===== config.mk =====
export PLATFORM = sky130hd
export DESIGN_NAME = hazard_ctrl
export DESIGN_NICKNAME = d
export VERILOG_FILES = /design/src/rtl/hazard_pkg.sv /design/src/rtl/sat_counter16.sv /design/src/rtl/hazard_ctrl.sv
export SDC_FILE = /design/constraint.sdc
export NUM_CORES = 1
export LEC_CHECK = 0
export CORE_ASPECT_RATIO = 1.1
export CORE_MARGIN = 10
export CORE_UTILIZATION = 57
export CTS_CLUSTER_DIAMETER = 120
export DETAILED_ROUTE_END_ITERATION = 12
export DONT_BUFFER_PORTS = 1
export HOLD_SLACK_MARGIN = 0.03
export PLACE_DENSITY = 0.73
export SLEW_MARGIN = 0
export SYNTH_ARGS = -nofsm -noshare
export SYNTH_HDL_FRONTEND = slang
export SYNTH_SLANG_ARGS = --single-unit

===== constraint.sdc =====
create_clock -name clk -period 2.08 [get_ports clk]
set_clock_uncertainty 0.05 [all_clocks]
set_input_delay 0.208 -clock clk [delete_from_list [all_inputs] [get_ports clk]]
set_output_delay 0.208 -clock clk [all_outputs]
set_load 0.1 [all_outputs]

===== src/rtl/hazard_pkg.sv =====
// Shared constants and types for the pipeline hazard controller.
package hazard_pkg;

    // Opcodes that read rt as a source operand
    localparam logic [5:0] OpRType = 6'd0;
    localparam logic [5:0] OpBeq   = 6'd4;
    localparam logic [5:0] OpBne   = 6'd5;
    localparam logic [5:0] OpSw    = 6'd43;

    // Instruction field bit positions
    localparam int unsigned OpcodeMsb = 31;
    localparam int unsigned OpcodeLsb = 26;
    localparam int unsigned RsMsb     = 25;
    localparam int unsigned RsLsb     = 21;
    localparam int unsigned RtMsb     = 20;
    localparam int unsigned RtLsb     = 16;

    // Freeze length after which the memory is declared timed out
    localparam logic [7:0] FreezeLimit = 8'd255;

    typedef enum logic [1:0] {
        StRun     = 2'd0,
        StFreeze  = 2'd1,
        StTimeout = 2'd2
    } hz_state_e;

    // True when the instruction in ID reads rt as a source register
    function automatic logic uses_rt(input logic [5:0] opcode);
        return (opcode == OpRType) || (opcode == OpBeq) ||
               (opcode == OpBne) || (opcode == OpSw);
    endfunction

endpackage


===== src/rtl/sat_counter16.sv =====
// 16-bit event counter that sticks at all-ones; synchronous clear wins over count.
module sat_counter16 (
    input  logic        clk_i,
    input  logic        rst_i,
    input  logic        en_i,
    input  logic        clr_i,
    output logic [15:0] count_o
);

    logic [15:0] count_q, count_d;

    // Next count: clear, else saturating increment
    always_comb begin
        count_d = count_q;
        if (clr_i) begin
            count_d = '0;
        end else if (en_i && (count_q != 16'hFFFF)) begin
            count_d = count_q + 16'd1;
        end
    end

    // Count register
    always_ff @(posedge clk_i or posedge rst_i) begin
        if (rst_i) begin
            count_q <= '0;
        end else begin
            count_q <= count_d;
        end
    end

    assign count_o = count_q;

endmodule


===== src/rtl/hazard_ctrl.sv =====
// Pipeline hazard controller: memory freeze, branch flush, load-use stall,
// plus stall/flush performance counters and a sticky memory timeout flag.
module hazard_ctrl
    import hazard_pkg::*;
(
    input  logic        clk,
    input  logic        reset,
    input  logic [31:0] instruction_ID,
    input  logic [31:0] instruction_EX,
    input  logic        MemRead_EX,
    input  logic        BranchEQ_EX,
    input  logic        BranchNE_EX,
    input  logic        Jump_EX,
    input  logic        Zero_EX,
    input  logic        mem_busy,
    input  logic        clear_counters,
    output logic        PC_Write,
    output logic        IF_ID_Write,
    output logic        ID_EX_Write,
    output logic        EX_MEM_Write,
    output logic        IF_ID_Flush,
    output logic        ID_EX_Bubble,
    output logic        PC_Src_Taken,
    output logic [15:0] stall_cycles,
    output logic [15:0] flush_count,
    output logic        mem_timeout,
    output logic [1:0]  state
);

    logic [5:0] opcode_id;
    logic [4:0] rs_id, rt_id, rt_ex;
    logic       taken, load_use;
    logic       stall_en, flush_en;

    hz_state_e  state_q, state_d;
    logic [7:0] frz_cnt_q, frz_cnt_d;
    logic       timeout_q, timeout_d;

    // Only the register fields matter here; the rest is deliberately ignored
    logic unused_fields;
    assign unused_fields = ^{instruction_ID[15:0], instruction_EX[31:21], instruction_EX[15:0]};

    assign opcode_id = instruction_ID[OpcodeMsb:OpcodeLsb];
    assign rs_id     = instruction_ID[RsMsb:RsLsb];
    assign rt_id     = instruction_ID[RtMsb:RtLsb];
    assign rt_ex     = instruction_EX[RtMsb:RtLsb];

    assign taken    = (BranchEQ_EX & Zero_EX) | (BranchNE_EX & ~Zero_EX) | Jump_EX;
    assign load_use = MemRead_EX & (rt_ex != 5'd0) &
                      ((rt_ex == rs_id) | (uses_rt(opcode_id) & (rt_ex == rt_id)));

    // Priority-ordered pipeline control: freeze, then redirect, then load-use stall
    always_comb begin
        PC_Write     = 1'b1;
        IF_ID_Write  = 1'b1;
        ID_EX_Write  = 1'b1;
        EX_MEM_Write = 1'b1;
        IF_ID_Flush  = 1'b0;
        ID_EX_Bubble = 1'b0;
        PC_Src_Taken = 1'b0;
        stall_en     = 1'b0;
        flush_en     = 1'b0;
        if (mem_busy) begin
            PC_Write     = 1'b0;
            IF_ID_Write  = 1'b0;
            ID_EX_Write  = 1'b0;
            EX_MEM_Write = 1'b0;
            stall_en     = 1'b1;
        end else if (taken) begin
            IF_ID_Flush  = 1'b1;
            ID_EX_Bubble = 1'b1;
            PC_Src_Taken = 1'b1;
            flush_en     = 1'b1;
        end else if (load_use) begin
            PC_Write     = 1'b0;
            IF_ID_Write  = 1'b0;
            ID_EX_Bubble = 1'b1;
            stall_en     = 1'b1;
        end
    end

    // Freeze FSM next state, freeze-length counter and sticky timeout flag
    always_comb begin
        state_d   = state_q;
        frz_cnt_d = frz_cnt_q;
        timeout_d = timeout_q;
        case (state_q)
            StRun: begin
                frz_cnt_d = '0;
                if (mem_busy) state_d = StFreeze;
            end
            StFreeze: begin
                if (!mem_busy) begin
                    state_d   = StRun;
                    frz_cnt_d = '0;
                end else if (frz_cnt_q == FreezeLimit) begin
                    state_d   = StTimeout;
                    timeout_d = 1'b1;
                end else begin
                    frz_cnt_d = frz_cnt_q + 8'd1;
                end
            end
            StTimeout: begin
                if (!mem_busy) begin
                    state_d   = StRun;
                    frz_cnt_d = '0;
                end
            end
            default: begin
                state_d   = StRun;
                frz_cnt_d = '0;
            end
        endcase
        if (clear_counters) timeout_d = 1'b0;
    end

    // FSM, freeze counter and timeout registers
    always_ff @(posedge clk or posedge reset) begin
        if (reset) begin
            state_q   <= StRun;
            frz_cnt_q <= '0;
            timeout_q <= 1'b0;
        end else begin
            state_q   <= state_d;
            frz_cnt_q <= frz_cnt_d;
            timeout_q <= timeout_d;
        end
    end

    sat_counter16 u_stall_cnt (
        .clk_i   (clk),
        .rst_i   (reset),
        .en_i    (stall_en),
        .clr_i   (clear_counters),
        .count_o (stall_cycles)
    );

    sat_counter16 u_flush_cnt (
        .clk_i   (clk),
        .rst_i   (reset),
        .en_i    (flush_en),
        .clr_i   (clear_counters),
        .count_o (flush_count)
    );

    assign mem_timeout = timeout_q;
    assign state       = state_q;

endmodule


==> results.sh, run 1 <==
export IMPL_drtIter0Drc=80
export IMPL_route_antenna_remaining_nets=0
export IMPL_period_needed_ns=2.10
export IMPL_vias=2187
export IMPL_hold_depth=2
export IMPL_area_growth_pct=39.0
export IMPL_synth_top_area_share_pct=43.3
export IMPL_synth_fp_nets=340
export IMPL_fin_area_sq_um=3460
export IMPL_setup_viol=3
export IMPL_core_region_area_sq_um=4250
export IMPL_power_density_nw_per_um2=518
export IMPL_ys_async_sr_fraction_pct=100
export IMPL_cts_buffers=5
export IMPL_wl_per_cell_um=17.8
export IMPL_outcome="finished, violations left"
export IMPL_numClockSinks=43
export IMPL_dieArea_sq_um=7410
export IMPL_io_pins=115
export IMPL_syn_inst=264
export IMPL_regArea_sq_um=1160
export IMPL_port_buffers=0
export IMPL_grt_usage_pct=18.4
export IMPL_synth_cell_types=45
export IMPL_path_max_fanout=3
export IMPL_fmax_mhz=476
export IMPL_maxCapViolCount=0
export IMPL_crit_path_start_kind="flop"
export IMPL_dr_pass1_iters=4
export IMPL_netlist_area_sq_um=2490
export IMPL_r2r_slack_ns=-0.02
export IMPL_multi_input_area_sq_um=1540
export IMPL_htreeDepth=2
export IMPL_synth_ff_type="dfrtp_1"
export IMPL_cp_required_ns=2.24
export IMPL_start_util_pct=58.4
export IMPL_gp_congestion=0.887
export IMPL_layout_drive_gt1_share_pct=42.9
export IMPL_grt_antenna_before_repair=0
export IMPL_violations="setup timing"
export IMPL_end_kind="flop"
export IMPL_hold_viol_final=0
export IMPL_worstPathArrival_ns=2.26
export IMPL_whs_endpoint="state[1]"
export IMPL_antenna_cells=0
export IMPL_clock_path_buffers=2
export IMPL_grt_max_degree=26
export IMPL_cts_root_buffer="clkbuf_8"
export IMPL_wl_um=6650
export IMPL_nets=394
export IMPL_slew_viol_final=0
export IMPL_min_period_over_period_pct=101
export IMPL_r2r_end="u_stall_cnt.count_o[15]"
export IMPL_ys_ff_latch=43
export IMPL_num_fill_cells=271
export IMPL_placed_area_sq_um=3220
export IMPL_die_h_um=89.3
export IMPL_fin_ws_ns=-0.0214
export IMPL_clk_latency_ns=0.30
export IMPL_drc=0
export IMPL_hpwl_um=4960
export IMPL_vias_per_cell=5.86
export IMPL_grt_pass1_vias=2343
export IMPL_yosys_warnings=0
export IMPL_rows=25
export IMPL_synth_avg_cell_area_sq_um=9.42
export IMPL_power_static_leakage_nw=1.46
export IMPL_clk_pin_slew_ns=0.09
export IMPL_synth_edf_count=0
export IMPL_grt_pass1_wl_um=11500
export IMPL_r2r_cells=7
export IMPL_setup_tns_final_ns=-0.0561
export IMPL_hold_path_class="in2reg"
export IMPL_yosysSeqAreaShare_pct=43.3
export IMPL_worstSetupPathType="reg2reg"
export IMPL_synth_top_cells_by_count="43 x dfrtp_1, 41 x nor2_1, 21 x xor2_1, 15 x nand4_1"
export IMPL_maxSlewHeadroom_pct=33.2
export IMPL_synth_most_common_cell="dfrtp_1"
export IMPL_synth_area_leader_cell="dfrtp_1"
export IMPL_timing_rr_start="u_stall_cnt.count_o[0]"
export IMPL_worst_slew_pin_slew_ns=0.998
export IMPL_rsz0062_at_grt="true"
export IMPL_die_w_um=83.0
export IMPL_ir_drop_mv=0.360
export IMPL_synth_area_leaders="dfrtp_1 43%, xor2_1 7.4%, nor2_1 6.2%"
export IMPL_hp_start="mem_busy"
export IMPL_overflow=0
export IMPL_tritoncts="done"
==> report_power, final <==
part           switching (mW)  total, mW  internal, mW
Combinational           0.229      0.340         0.111
Sequential             0.0128      0.863         0.850
Clock                   0.286      0.588         0.302
==> critical path, cell delays in order, from the launching register on <==
cell and delay (ns):
dfrtp_4 0.51, ha_4 0.17, and2_1 0.17, nand3_2 0.13, nor2_1 0.07, or3_1 0.41, or3_1 0.38, a21oi_2 0.13
==> cells by family after synthesis <==
kind of cell,share of synthesized area (%)
DFF,43.3
and+or+nand+nor,26.6
muxes,4.08
buffers and inverters,3.67
AOI/OAI and AO/OA,9.26
xor gates and xnor gates,11.6
adders and majority gates,1.51
==> cell type report <==
class | instances | area share (%)
Clock buffer | 7 | 2.79
Clock inverter | 1 | 0.217
Inverter | 6 | 0.652
Multi-Input combinational cell | 202 | 44.4
Sequential cell | 43 | 33.6
Tap cell | 54 | 1.96
Timing Repair Buffer | 60 | 16.3
==> metrics by stage <==
step	util, %	hold WS [ns]	power, mW	std cells	setup slack [ns]
after global placement	75.8	0.0982	1.19	359	-0.231
final	81.2	0.0521	1.79	373	-0.0214
after CTS	79.9	0.0429	1.80	371	-0.00820
after detailed placement	75.8	0.102	1.20	359	-0.253
after floorplan	-	0.413	1.14	264	-0.340
after global routing	81.2	0.0673	1.87	373	-0.106
==> repair_timing <==
item                       CTS  global route
pin swaps                    0             3
hold endpoints to repair    43             0
buffers inserted             2             2
hold buffers                 2             0
setup endpoints to repair    3            13
gates resized for setup      8            11
==> layout by cell type (no fill, tap or decap), types with 3 or more instances in the layout <==
cell	netlist	routed
inv_1	6	4
nand3_1	11	9
buf_12	0	5
or3_1	3	3
xor2_1	21	21
xnor2_1	12	12
nand2_1	11	10
dfrtp_2	0	15
dfrtp_1	43	10
dfrtp_4	0	18
nor2b_1	8	8
nand4_1	15	15
mux2i_1	3	3
buf_6	1	3
a21oi_2	0	6
mux2_4	1	3
clkbuf_8	0	7
nor2_1	41	40
a21oi_1	12	4
buf_4	3	47
nor3_1	5	4
and3_1	10	8
nand2b_1	5	4
==> flip-flops by register name (all words and copies together), names as in the netlist <==
name,cells
frz_cnt_q,8
mem_timeout,1
state,2
u_flush_cnt.count_o,16
u_stall_cnt.count_o,16
==> layer usage <==
layer | up-vias | global-route usage, % | part of all wire, %
met2 | 69 | 33.5 | 53
met1 | 1069 | 20.4 | 39
met5 | - | 0 | 0
li1 | 1040 | - | -
met3 | 9 | 5.56 | 7.1
met4 | 0 | 5.11 | 1.1
==> worst max path at each step <==
stage,start,endpoint
floorplan,Zero_EX,u_stall_cnt.count_o[14]
global placement,Zero_EX,u_stall_cnt.count_o[11]
detailed placement,Zero_EX,u_stall_cnt.count_o[11]
CTS,Zero_EX,IF_ID_Write
global route,u_stall_cnt.count_o[0],u_stall_cnt.count_o[15]
finish,u_stall_cnt.count_o[0],u_stall_cnt.count_o[15]
(Power assumes the default switching activity.)
==> run 2: changes to the inputs <==
GPL_TIMING_DRIVEN = 0   (was not set)
==> run 2 against run 1 <==
Effect of this change:
- the flow still finishes with violations (setup timing)
- wire length fell by 1.8%
- critical path depth up 1
- die area is the same
- via count is 6.7% lower
- design area is 5.7% lower
- cell count decreased by 7.2%
- worst hold slack gained 0.10 ns
- combinational power shrank 27%
- utilization fell by 4.6 points
- sequential share of layout area up 2.3 points
- clock power barely moved
- critical endpoint is now u_stall_cnt.count_o[9]
- largest cell class unchanged
- highest routed layer unchanged
==> results.sh, run 2 (same netlist as run 1, synthesis figures left out) <==
export IMPL_outcome="finished, violations left"
export IMPL_violations="setup timing"
export IMPL_gp_congestion=0.789
export IMPL_hpwl_um=4460
export IMPL_hold_path_class="in2reg"
export IMPL_port_buffers=0
export IMPL_power_density_nw_per_um2=543
export IMPL_rsz0062_at_grt="true"
export IMPL_maxSlewHeadroom_pct=31.4
export IMPL_period_needed_ns=2.32
export IMPL_layout_common_cells="40 x nor2_1, 21 x xor2_1, 21 x dfrtp_4"
export IMPL_slew_viol_final=0
export IMPL_grt_antenna_before_repair=0
export IMPL_dieArea_sq_um=7410
export IMPL_die_h_um=89.3
export IMPL_area_growth_pct=31.1
export IMPL_setup_viol=30
export IMPL_start_util_pct=58.4
export IMPL_end_kind="flop"
export IMPL_layout_commonest_cell="nor2_1"
export IMPL_power_static_leakage_nw=1.30
export IMPL_io_pins=115
export IMPL_clock_path_buffers=2
export IMPL_cts_buffers=5
export IMPL_crit_path_start_kind="flop"
export IMPL_vias=2040
export IMPL_num_fill_cells=289
export IMPL_fmax_mhz=431
export IMPL_hold_viol_final=0
export IMPL_overflow=0
export IMPL_grt_pass1_vias=2114
export IMPL_numClockSinks=43
export IMPL_core_region_area_sq_um=4250
export IMPL_clk_latency_ns=0.30
export IMPL_worstPathArrival_ns=2.49
export IMPL_preCtsSetupSlack_ns=-0.435
export IMPL_holdWs_ns=0.157
export IMPL_cp_required_ns=2.25
export IMPL_rows=25
export IMPL_clk_pin_slew_ns=0.08
export IMPL_drc=0
export IMPL_nets=367
export IMPL_path_max_fanout=8
export IMPL_dr_pass1_iters=4
export IMPL_maxCapViolCount=0
export IMPL_route_antenna_remaining_nets=0
export IMPL_vias_per_cell=5.90
export IMPL_tritoncts="done"
export IMPL_die_w_um=83.0
export IMPL_worstSetupPathType="reg2reg"
export IMPL_htreeDepth=2
export IMPL_min_period_over_period_pct=111
export IMPL_layout_drive_gt1_share_pct=40.4
export IMPL_wl_per_cell_um=18.9
export IMPL_grt_usage_pct=16.8
export IMPL_cts_root_buffer="clkbuf_8"
export IMPL_antenna_cells=0
export IMPL_grt_max_degree=44
export IMPL_ir_drop_mv=0.414
export IMPL_wl_um=6540
export IMPL_drtIter0Drc=75
export IMPL_worst_slew_pin_slew_ns=1.03
export IMPL_fin_ws_ns=-0.239
export IMPL_grt_pass1_wl_um=10400
## run 2: what timing repair did
| item | CTS | global route |
|---|---|---|
| cloned | 2 | 1 |
| hold buffers | 1 | 0 |
| buffers inserted | 10 | 7 |
| resized for setup | 17 | 22 |
| hold endpoints to repair | 43 | 0 |
| endpoints found under the setup margin | 34 | 40 |
| pin swaps | 22 | 8 |
## run 2: worst max-delay path, stage by stage, from the launching register on
cell,delay [ns]
dfrtp_4,0.65
and4_4,0.27
nand4_1,0.14
buf_4,0.18
nor3_4,0.06
buf_4,0.15
buf_4,0.13
or4_1,0.47
a21oi_1,0.14
## run 2: final timing paths
kind                                             start                      to  slack (ns)  cells after the start
worst max-delay path            u_stall_cnt.count_o[3]  u_stall_cnt.count_o[9]       -0.24                      8
worst min-delay path                    clear_counters  u_stall_cnt.count_o[7]        0.16                      2
max in group asynchronous                        reset  u_flush_cnt.count_o[3]        0.80                      2
worst min register to register            frz_cnt_q[5]            frz_cnt_q[5]        0.50                      2
worst max register to register  u_stall_cnt.count_o[3]  u_stall_cnt.count_o[9]       -0.24                      8
min in group asynchronous                        reset             mem_timeout        0.51                      2
## run 2: stage by stage
step	power (mW)	TNS (ns)	utilization (%)	std cells	area (sq um)
3_3_place_gp	1.17	-6.14	66.6	318	2830
2_1_floorplan	1.14	-2.22	-	264	2760
5_1_grt	1.84	-6.28	76.6	346	3260
6_report	1.77	-3.72	76.6	346	3260
4_1_cts	1.76	-3.30	72.7	338	3090
3_5_place_dp	1.17	-6.54	66.6	318	2830
## run 2: cell type report
class / instances / area (sq um) / share of cell area [%]
multi-input cells: 202 / 1610 / 49.5
flip-flops and latches: 43 / 1170 / 35.9
repair buffers: 21 / 179 / 5.49
plain buffers: 12 / 104 / 3.19
clock buffers: 8 / 100 / 3.07
well taps: 54 / 67.6 / 2.07
inverters: 6 / 26.3 / 0.806
## run 2: routing by layer
layer	vias up	track usage [%]	wire [um]
li1	986	-	-
met1	992	17.5	2560
met2	53	30.4	3390
met3	9	6.84	508
met4	0	5.42	82
met5	-	0	0
## run 2: report_power, final
group / internal [mW] / switching [mW]
sequential: 0.850 / 0.0853
clock: 0.303 / 0.282
combinational: 0.0862 / 0.162
